`src/rtl/uart_instr_assembler.sv`:
```
// uart_instr_assembler: packs UART bytes (first byte = MSB) into INSTR_BYTES-wide
// words, queues them in a show-ahead FIFO with a valid/ready handshake, drops
// partial words that stall past TIMEOUT_CLKS, and exports the last byte.
// Optional byte echo to UART_TX is built only when UART_ECHO_EN is defined.
module uart_instr_assembler #(
  parameter int INSTR_BYTES  = 4,
  parameter int FIFO_DEPTH   = 8,
  parameter int TIMEOUT_CLKS = 1000
) (
  input  logic                            i_Clk,
  input  logic                            i_Rst_L,
  input  logic                            i_RX_DV,
  input  logic [7:0]                      i_RX_Byte,
  output logic [8*INSTR_BYTES-1:0]        o_Instr,
  output logic                            o_Instr_Valid,
  input  logic                            i_Instr_Ready,
  output logic [$clog2(FIFO_DEPTH):0]     o_Fill,
  output logic                            o_Overflow,
  output logic                            o_Frame_Err,
  input  logic                            i_Clear_Err,
  output logic [7:0]                      o_Last_Byte,
  input  logic                            i_TX_Done,
  output logic                            o_TX_DV,
  output logic [7:0]                      o_TX_Byte,
  output logic                            o_Echo_Drop
);

  localparam int WORD_W = 8 * INSTR_BYTES;
  localparam int PTR_W  = $clog2(FIFO_DEPTH);
  localparam int FILL_W = PTR_W + 1;
  localparam int CNT_W  = $clog2(INSTR_BYTES) + 1;
  localparam int TMR_W  = (TIMEOUT_CLKS > 0) ? $clog2(TIMEOUT_CLKS + 1) : 1;
  localparam bit TMO_EN = (TIMEOUT_CLKS > 0);

  typedef enum logic {IDLE, ASSEMBLE} state_t;

  state_t              state, state_n;
  logic [CNT_W-1:0]    count, count_n, base_count;
  logic [WORD_W-1:0]   shift, shift_n, base_shift, next_word;
  logic [TMR_W-1:0]    timer, timer_n;
  logic                timeout;
  logic                push_req, push_ok, pop, full;
  logic                ovf_set, frame_set;

  logic [WORD_W-1:0]   mem [FIFO_DEPTH];
  logic [PTR_W-1:0]    wr_ptr, rd_ptr;
  logic [FILL_W-1:0]   fill;

  assign timeout = TMO_EN && (state == ASSEMBLE) && (timer >= TMR_W'(TIMEOUT_CLKS));
  assign full    = (fill == FILL_W'(FIFO_DEPTH));
  assign pop     = o_Instr_Valid && i_Instr_Ready;
  assign push_ok = push_req && (!full || pop);
  assign ovf_set = push_req && full && !pop;

  // Assembler state register: byte count, shift register and inter-byte timer.
  always_ff @(posedge i_Clk or negedge i_Rst_L) begin
    if (!i_Rst_L) begin
      state <= IDLE;
      count <= '0;
      shift <= '0;
      timer <= '0;
    end else begin
      state <= state_n;
      count <= count_n;
      shift <= shift_n;
      timer <= timer_n;
    end
  end

  // Next-state: a timeout clears the partial word first, so a byte in the same
  // cycle becomes byte 0 of a fresh word.
  always_comb begin
    state_n    = state;
    count_n    = count;
    shift_n    = shift;
    timer_n    = timer;
    push_req   = 1'b0;
    frame_set  = 1'b0;
    base_count = count;
    base_shift = shift;
    if (timeout) begin
      base_count = '0;
      base_shift = '0;
      frame_set  = 1'b1;
      state_n    = IDLE;
      count_n    = '0;
      shift_n    = '0;
      timer_n    = '0;
    end else if (state == ASSEMBLE) begin
      timer_n = timer + TMR_W'(1);
    end
    next_word = (base_shift << 8) | WORD_W'(i_RX_Byte);
    if (i_RX_DV) begin
      timer_n = '0;
      if (base_count == CNT_W'(INSTR_BYTES - 1)) begin
        push_req = 1'b1;
        count_n  = '0;
        shift_n  = '0;
        state_n  = IDLE;
      end else begin
        count_n = base_count + CNT_W'(1);
        shift_n = next_word;
        state_n = ASSEMBLE;
      end
    end
  end

  // Word FIFO: push of the completed word, pop on handshake, full push+pop keeps fill.
  always_ff @(posedge i_Clk or negedge i_Rst_L) begin
    if (!i_Rst_L) begin
      for (int i = 0; i < FIFO_DEPTH; i++) mem[i] <= '0;
      wr_ptr <= '0;
      rd_ptr <= '0;
      fill   <= '0;
    end else begin
      if (push_ok) begin
        mem[wr_ptr] <= next_word;
        wr_ptr      <= wr_ptr + PTR_W'(1);
      end
      if (pop) rd_ptr <= rd_ptr + PTR_W'(1);
      case ({push_ok, pop})
        2'b10:   fill <= fill + FILL_W'(1);
        2'b01:   fill <= fill - FILL_W'(1);
        default: fill <= fill;
      endcase
    end
  end

  assign o_Instr       = mem[rd_ptr];
  assign o_Instr_Valid = (fill != '0);
  assign o_Fill        = fill;

  // Sticky error flags and display byte; a set in the clearing cycle wins.
  always_ff @(posedge i_Clk or negedge i_Rst_L) begin
    if (!i_Rst_L) begin
      o_Overflow  <= 1'b0;
      o_Frame_Err <= 1'b0;
      o_Last_Byte <= '0;
    end else begin
      o_Overflow  <= ovf_set   | (o_Overflow  & ~i_Clear_Err);
      o_Frame_Err <= frame_set | (o_Frame_Err & ~i_Clear_Err);
      if (i_RX_DV) o_Last_Byte <= i_RX_Byte;
    end
  end

`ifdef UART_ECHO_EN
  logic       echo_vld, tx_busy, launch;
  logic [7:0] echo_byte;

  assign launch    = echo_vld && !tx_busy;
  assign o_TX_DV   = launch;
  assign o_TX_Byte = launch ? echo_byte : 8'h00;

  // One-entry echo buffer; a slot freed by a launch can take a new byte that cycle.
  always_ff @(posedge i_Clk or negedge i_Rst_L) begin
    if (!i_Rst_L) begin
      echo_vld    <= 1'b0;
      echo_byte   <= '0;
      tx_busy     <= 1'b0;
      o_Echo_Drop <= 1'b0;
    end else begin
      if (i_RX_DV && (!echo_vld || launch)) begin
        echo_vld  <= 1'b1;
        echo_byte <= i_RX_Byte;
      end else if (launch) begin
        echo_vld <= 1'b0;
      end
      if (launch)         tx_busy <= 1'b1;
      else if (i_TX_Done) tx_busy <= 1'b0;
      o_Echo_Drop <= (i_RX_DV && echo_vld && !launch) | (o_Echo_Drop & ~i_Clear_Err);
    end
  end
`else
  logic unused_tx_done;
  assign unused_tx_done = i_TX_Done;
  assign o_TX_DV        = 1'b0;
  assign o_TX_Byte      = 8'h00;
  assign o_Echo_Drop    = 1'b0;
`endif

endmodule

```
`config.mk`:
```
export PLATFORM = sky130hd
export DESIGN_NAME = uart_instr_assembler
export DESIGN_NICKNAME = d
export VERILOG_FILES = /design/src/rtl/uart_instr_assembler.sv
export SDC_FILE = /design/constraint.sdc
export NUM_CORES = 1
export LEC_CHECK = 0
export ABC_CLOCK_PERIOD_IN_PS = 7100
export CAP_MARGIN = 0
export CORE_UTILIZATION = 65
export CTS_CLUSTER_SIZE = 8
export DETAILED_ROUTE_END_ITERATION = 8
export PLACE_DENSITY = 0.92
export SLEW_MARGIN = 15
export SYNTH_ARGS = -nofsm -noshare
export SYNTH_HDL_FRONTEND = slang
export SYNTH_SLANG_ARGS = --single-unit
```
`constraint.sdc`:
```
create_clock -name i_Clk -period 7.1 [get_ports i_Clk]
set_input_delay 1.065 -clock i_Clk [delete_from_list [all_inputs] [get_ports i_Clk]]
set_output_delay 1.065 -clock i_Clk [all_outputs]
set_load 0.005 [all_outputs]
```
==> results of run 1 <==
cells in the final DEF (no fill, tap or decap), types with 3 or more instances in the layout:
| cell type | count |
|---|---|
| a21oi_1 | 24 |
| a22o_1 | 8 |
| a31oi_1 | 6 |
| and2_1 | 27 |
| and4_2 | 3 |
| buf_4 | 9 |
| clkbuf_16 | 45 |
| clkdlybuf4s50_1 | 58 |
| conb_1 | 10 |
| dfrtp_1 | 312 |
| ha_1 | 8 |
| inv_1 | 5 |
| mux2_1 | 32 |
| mux2_2 | 165 |
| mux2_4 | 103 |
| mux4_2 | 64 |
| nand2_1 | 11 |
| nand2b_1 | 5 |
| nand3_1 | 5 |
| nor2_1 | 21 |
| nor2b_1 | 17 |
| nor3_1 | 3 |
| o21ai_0 | 6 |
| xnor2_1 | 6 |
| xor2_1 | 5 |
worst max-delay path: cells and delay by family, from the launching register on:
family / cells / cell delay [ns]
mux: 2 / 0.91
flops: 1 / 0.93
buf+inv: 2 / 1.11
report_power, final:
part / switching [mW] / internal (mW) / total, mW
logic: 0.882 / 1.44 / 2.33
clock network: 0.731 / 1.12 / 1.85
registers: 0.466 / 2.41 / 2.88
total: 2.08 / 4.97 / 7.05
logic make-up after synthesis:
| family | after synthesis |
|---|---|
| muxes | 364 |
| DFF | 314 |
| and+or+nand+nor | 115 |
| buffers and inverters | 108 |
| AOI/OAI and AO/OA | 56 |
| xor gates and xnor gates | 11 |
| adders and majority gates | 8 |
| other | 1 |
registers in the layout, summed over array words and instances (netlist names):
signal	flops
state	1
wr_ptr	3
mem	256
o_Fill	4
o_Last_Byte	8
timer	10
o_Overflow	1
o_Frame_Err	1
count	3
shift	24
rd_ptr	3
worst max path at each step:
| stage | depth (start not counted) | slack, ns | to |
|---|---|---|---|
| 6_report | 4 | 2.54 | o_Instr[0] |
| 5_1_grt | 4 | 2.32 | o_Instr[20] |
| 4_1_cts | 4 | 2.44 | o_Instr[0] |
| 3_5_place_dp | 7 | 2.99 | mem[128] |
| 3_3_place_gp | 7 | 3.02 | mem[128] |
| 2_1_floorplan | 16 | 4.03 | o_Fill[2] |
cells in the mapped netlist, drive strengths merged (2+ instances only):
| cell type | instances | area share (%) |
|---|---|---|
| nand4 | 2 | 0.083 |
| buf | 73 | 3.4 |
| nand2b | 5 | 0.21 |
| a21oi | 26 | 0.92 |
| nor4b | 2 | 0.12 |
| nor3 | 4 | 0.21 |
| a31oi | 6 | 0.25 |
| nor2b | 17 | 0.71 |
| xnor2 | 6 | 0.35 |
| inv | 5 | 0.13 |
| nor3b | 2 | 0.17 |
| and4 | 3 | 0.18 |
| nand2 | 14 | 0.43 |
| xor2 | 5 | 0.29 |
| and2 | 27 | 1.1 |
| mux4 | 64 | 9.6 |
| nand4b | 2 | 0.32 |
| clkbuf | 30 | 0.77 |
| nor2 | 21 | 0.53 |
| nor4 | 2 | 0.083 |
| dfrtp | 314 | 52 |
| o21ai | 7 | 0.26 |
| mux2 | 300 | 25 |
| and3 | 3 | 0.13 |
| nand3 | 7 | 0.30 |
| ha | 8 | 0.67 |
| a41oi | 2 | 0.12 |
| a22o | 8 | 0.47 |
| a21boi | 2 | 0.10 |
per-layer routing:
layer  share of wire (%)  vias to the layer above  global-route usage (%)
met5                   0                        -                       0
met4                 2.5                        0                    9.76
met3                 4.3                       67                    4.26
met2                  51                      237                    47.6
met1                  42                     4429                    37.3
li1                    -                     3542                       -
per-stage QoR:
step / instance area [µm²] / utilization [%] / power (mW) / hold slack (ns)
floorplan: 15000 / - / 4.46 / 0.453
global placement: 15500 / 68.2 / 5.06 / 0.463
detailed placement: 15500 / 68.2 / 5.19 / 0.477
CTS: 16600 / 73.5 / 7.10 / 0.491
global route: 16600 / 73.5 / 7.38 / 0.501
finish: 16600 / 73.5 / 7.05 / 0.490
cell type report:
type | instances | share of cell area, %
clock buffers | 46 | 6.79
repair buffers | 69 | 4.11
clock inverters | 4 | 0.301
inverters | 5 | 0.113
well taps | 285 | 2.14
flip-flops and latches | 314 | 47.3
multi-input cells | 564 | 39.3
==> impl_results.md, run 1 <==
- Synth Area in XOR/XNOR: 0.643%
- Post-synth EDFFs: 0
- Drt total wl: 31300 µm
- Fin crit share: 64.2%
- Minimum clock period: 4.56 ns
- Critical setup path kind: reg2out
- Number of fill cells: 1311
- Placed insts: 1237
- Vias in the first global route: 9171
- Post-route ant nets: 0
- PwrDens: 424 nW/µm²
- Post-route insts no fill: 1287
- CTS Sinks: 314
- Chip width: 154 µm
- Fmax: 219 MHz
- Min-Delay Startpoint: mem[197]
- Mapped Cells: 977
- Area delta synth->final: 10.9%
- Worst-skew pair later-pin latency: 0.54 ns
- Seq/Total Area, Yosys: 52.4%
- Largest family of logic cells by synthesized area: multiplexers
- Cts hold-fix bufs: 0
- Htree depth: 2
- Critical path fanouts, max: 37
- Worst Skew: 0.0238 ns
- Ys Warns: 0
- WP data required: 6.03 ns
- Async SR Flop Fraction: 100%
- Reg2Reg Capture Point: mem[128]
- Simple-gate share of the synthesized area: 4.81%
- I/O Buffers: 59
- Worst-case clock buffer depth: 3
- Setup tns final: 0 ns
- Clk Tree Root Cell: clkbuf_16
- Share of cells above drive strength 1: 41.5%
- Crit path arrival time: 3.50 ns
- Unrepaired setup endpoints after global routing: no
- Hold endpoint: mem[197]
- Post-CTS setup buffers: 0
- Status: complete, no violations
- Post-synth top flop: dfrtp_1
- Pleak: 7.70 nW
- Crit. Startpoint: rd_ptr[0]
- Cts repair resizes: 0
- Setup ws final: 2.54 ns
- Die Y: 154 µm
- Post-synthesis mux area share: 34.7%
- Max Slew Vio Count: 0
- Initial drt markers: 405
- Routed len/inst: 24.3 µm
- Final setup vio count: 0
- Reg2reg setup slack: 3.17 ns
- Detailed-route via count: 8275
- Max-Cap Viols: 0
- R2r startpoint: timer[4]
- Largest net degree at the start of global routing: 196
- #FFs+latches synth: 314
- GRT overflow: 0
- Worst min path class: reg2reg
- Initial antenna violation count: 0
- Compound-gate portion of the synthesized area: 2.43%
- GRT Total Usage: 28.1%
- Hold Crit Depth: 1
- Register area: 7860 µm²
- Initial core utilization: 66.2%
- # diodes: 0
- Synth Area per Inst: 15.3 µm²
- CTS tree: yes
- Area occupied by multi-input gates: 6530 µm²
- Maximum VDD drop: 0.239 mV
- Final GP Congestion: 0.723
- Worst Setup Start Kind: flop
- Core ar.: 22600 µm²
- Post-Syn Area: 15000 µm²
- Worst slew margin relative to its limit: 20.8%
- Measured slew at the worst slew-check pin: 1.18 ns
- Final Hold Violating Endpoints: 0
- Reg2reg path depth: 9
- Post-DP HPWL: 17200 µm
- CP peak stage delay: 0.93 ns
- Worst-path clk slew: 0.05 ns
- DRC: 0
- Num rows: 55
- DR vias/cell: 6.43
- Share of synthesized cell area in full adder, half adder and majority cells: 0.668%
- Total die area: 23700 µm²
- Crit. End Element: primary output
- Total CTS buffers: 45
- # IOs: 71
- Crit-path cells: buf_4 > mux4_2 > mux2_2 > clkdlybuf4s50_1
- Yosys cell types: 53
- DP Worst Slack: 2.99 ns
- First-pass GRT wire length: 50900 µm
- Final net count: 1021
- Pre-antenna DRT Iters: 5
- Crit-path slowest cell: dfrtp_4
No activity file was read; power rests on OpenSTA's default activity.
==> inputs of run 2 (changes only) <==
Settings changed: ABC_CLOCK_PERIOD_IN_PS 7100 to 3700, CORE_UTILIZATION 65 to 55, PLACE_DENSITY 0.92 to 0.84.
Clock period 7.1 ns to 3.7 ns, I/O delays scaled along.
==> run 2 against run 1 <==
Design area up 1.6%. Via count decreased by 1.1%. Register-to-register slack worse by 2.7 ns. Power grew 92%. First-iteration DRC count grew 42%. Worst hold slack worse by 0.46 ns. Final cell count is 5.5% higher. Core utilization down 11 points. Combinational power increased by 95%. Die area increased by 18%. Clock power up 90%. Setup slack got worse by 2.2 ns.
==> impl_results.md, run 2 (same netlist as run 1, synthesis figures left out) <==
- Minimum clock period: 3.36 ns
- Total CTS buffers: 45
- Post-route ant nets: 0
- Post-CTS setup buffers: 0
- CP peak stage delay: 0.65 ns
- Max-Cap Viols: 0
- Initial core utilization: 55.8%
- PwrDens: 800 nW/µm²
- Routed len/inst: 22.7 µm
- CTS tree: yes
- Worst-path clk slew: 0.05 ns
- # IOs: 71
- GRT overflow: 0
- Final hold slack: 0.0266 ns
- Maximum VDD drop: 0.407 mV
- Final setup vio count: 0
- Die Y: 167 µm
- GRT Total Usage: 23.2%
- Cts hold-fix bufs: 0
- Final GP Congestion: 0.787
- Num rows: 60
- Placed insts: 1308
- Pleak: 7.80 nW
- Share of cells above drive strength 1: 42.4%
- Final net count: 1036
- Max FFs per register: 256
- Area delta synth->final: 12.7%
- Largest regs: mem (256), shift (24), timer (10)
- Fmax: 298 MHz
- Crit path arrival time: 2.80 ns
- DRC: 0
- Worst Setup Start Kind: flop
- Final Hold Violating Endpoints: 0
- Worst Skew: 0.0186 ns
- WP data required: 3.14 ns
- Drt total wl: 30800 µm
- Crit-path slowest cell: dfrtp_4
- Worst-skew pair later-pin latency: 0.53 ns
- Max Slew Vio Count: 0
- DR vias/cell: 6.03
- Largest net degree at the start of global routing: 98
- Htree depth: 2
- Post-DP HPWL: 18000 µm
- Cts repair resizes: 0
- Core ar.: 26900 µm²
- Worst slew margin relative to its limit: 43.4%
- Unrepaired setup endpoints after global routing: no
- Pre-antenna DRT Iters: 4
- Clk Tree Root Cell: clkbuf_16
- I/O Buffers: 59
- Status: complete, no violations
- Number of fill cells: 1868
- Fin crit share: 90.7%
- Critical path fanouts, max: 28
- Setup tns final: 0 ns
- Post-route insts no fill: 1358
- Util after Layout: 62.9%
- First-pass GRT wire length: 50500 µm
- Critical setup path kind: reg2out
- Crit. End Element: primary output
- Chip width: 167 µm
- CTS Sinks: 314
- Worst min path class: in2async
- Measured slew at the worst slew-check pin: 0.849 ns
- Crit-path cells: buf_12 > mux4_2 > mux2_2 > clkdlybuf4s50_1
- Initial antenna violation count: 0
- # diodes: 0
- Initial drt markers: 576
- Commonest cells after routing, fill and taps aside: dfrtp_1, mux2_2, mux2_4, mux4_2, clkdlybuf4s50_1
- Detailed-route via count: 8184
- Most flops, register: mem
- Vias in the first global route: 9022
- Worst-case clock buffer depth: 3
- Most common cell after layout, fill and taps aside: dfrtp_1
- Total die area: 27900 µm²
run 2: final timing paths:
path	start	slack, ns	cells after the start	to
min in group i_Clk	mem[195]	0.48	1	mem[195]
worst max-delay path	rd_ptr[0]	0.34	4	o_Instr[0]
worst min-delay path	i_Rst_L	0.03	1	o_Fill[0]
worst min register to register	mem[195]	0.48	1	mem[195]
max in group asynchronous	i_Rst_L	2.57	2	mem[239]
worst max register to register	timer[3]	0.52	14	o_Fill[2]
run 2: per-stage QoR:
step	cell area, µm²	setup slack (ns)	total power, mW
after floorplan	15000	0.626	8.55
after global placement	15700	0.623	9.84
after detailed placement	15700	0.555	10.0
after CTS	16900	0.288	13.6
after global routing	16900	0.228	14.2
final	16900	0.345	13.5
run 2: area by class of cell:
| cell class | instances | area [µm²] | area share, % |
|---|---|---|---|
| flip-flops and latches | 314 | 7860 | 46.5 |
| clock buffers | 47 | 1130 | 6.71 |
| clock inverters | 3 | 26.3 | 0.155 |
| inverters | 5 | 18.8 | 0.111 |
| well taps | 341 | 427 | 2.52 |
| multi-input cells | 564 | 6530 | 38.7 |
| repair buffers | 84 | 896 | 5.30 |
run 2: worst max-delay path, delay by kind of cell, from the launching register on:
| kind | cells | cell delay (ns) |
|---|---|---|
| multiplexers | 2 | 0.86 |
| flip-flops | 1 | 0.65 |
| buffers and inverters | 2 | 0.75 |
run 2: per-layer routing:
| layer | global-route usage, % | vias to the layer above | wire (µm) |
|---|---|---|---|
| met1 | 32.0 | 4374 | 13600 |
| met3 | 3.57 | 55 | 1370 |
| met2 | 38.1 | 190 | 15100 |
| met5 | 0 | - | 0 |
| met4 | 7.41 | 0 | 714 |
| li1 | - | 3565 | - |
run 2: power breakdown:
group | leakage [nW] | switching, mW | internal, mW
Combinational | 3.05 | 1.71 | 2.83
Clock | 0.570 | 1.38 | 2.14
Sequential | 4.18 | 0.833 | 4.63
Total | 7.80 | 3.92 | 9.60
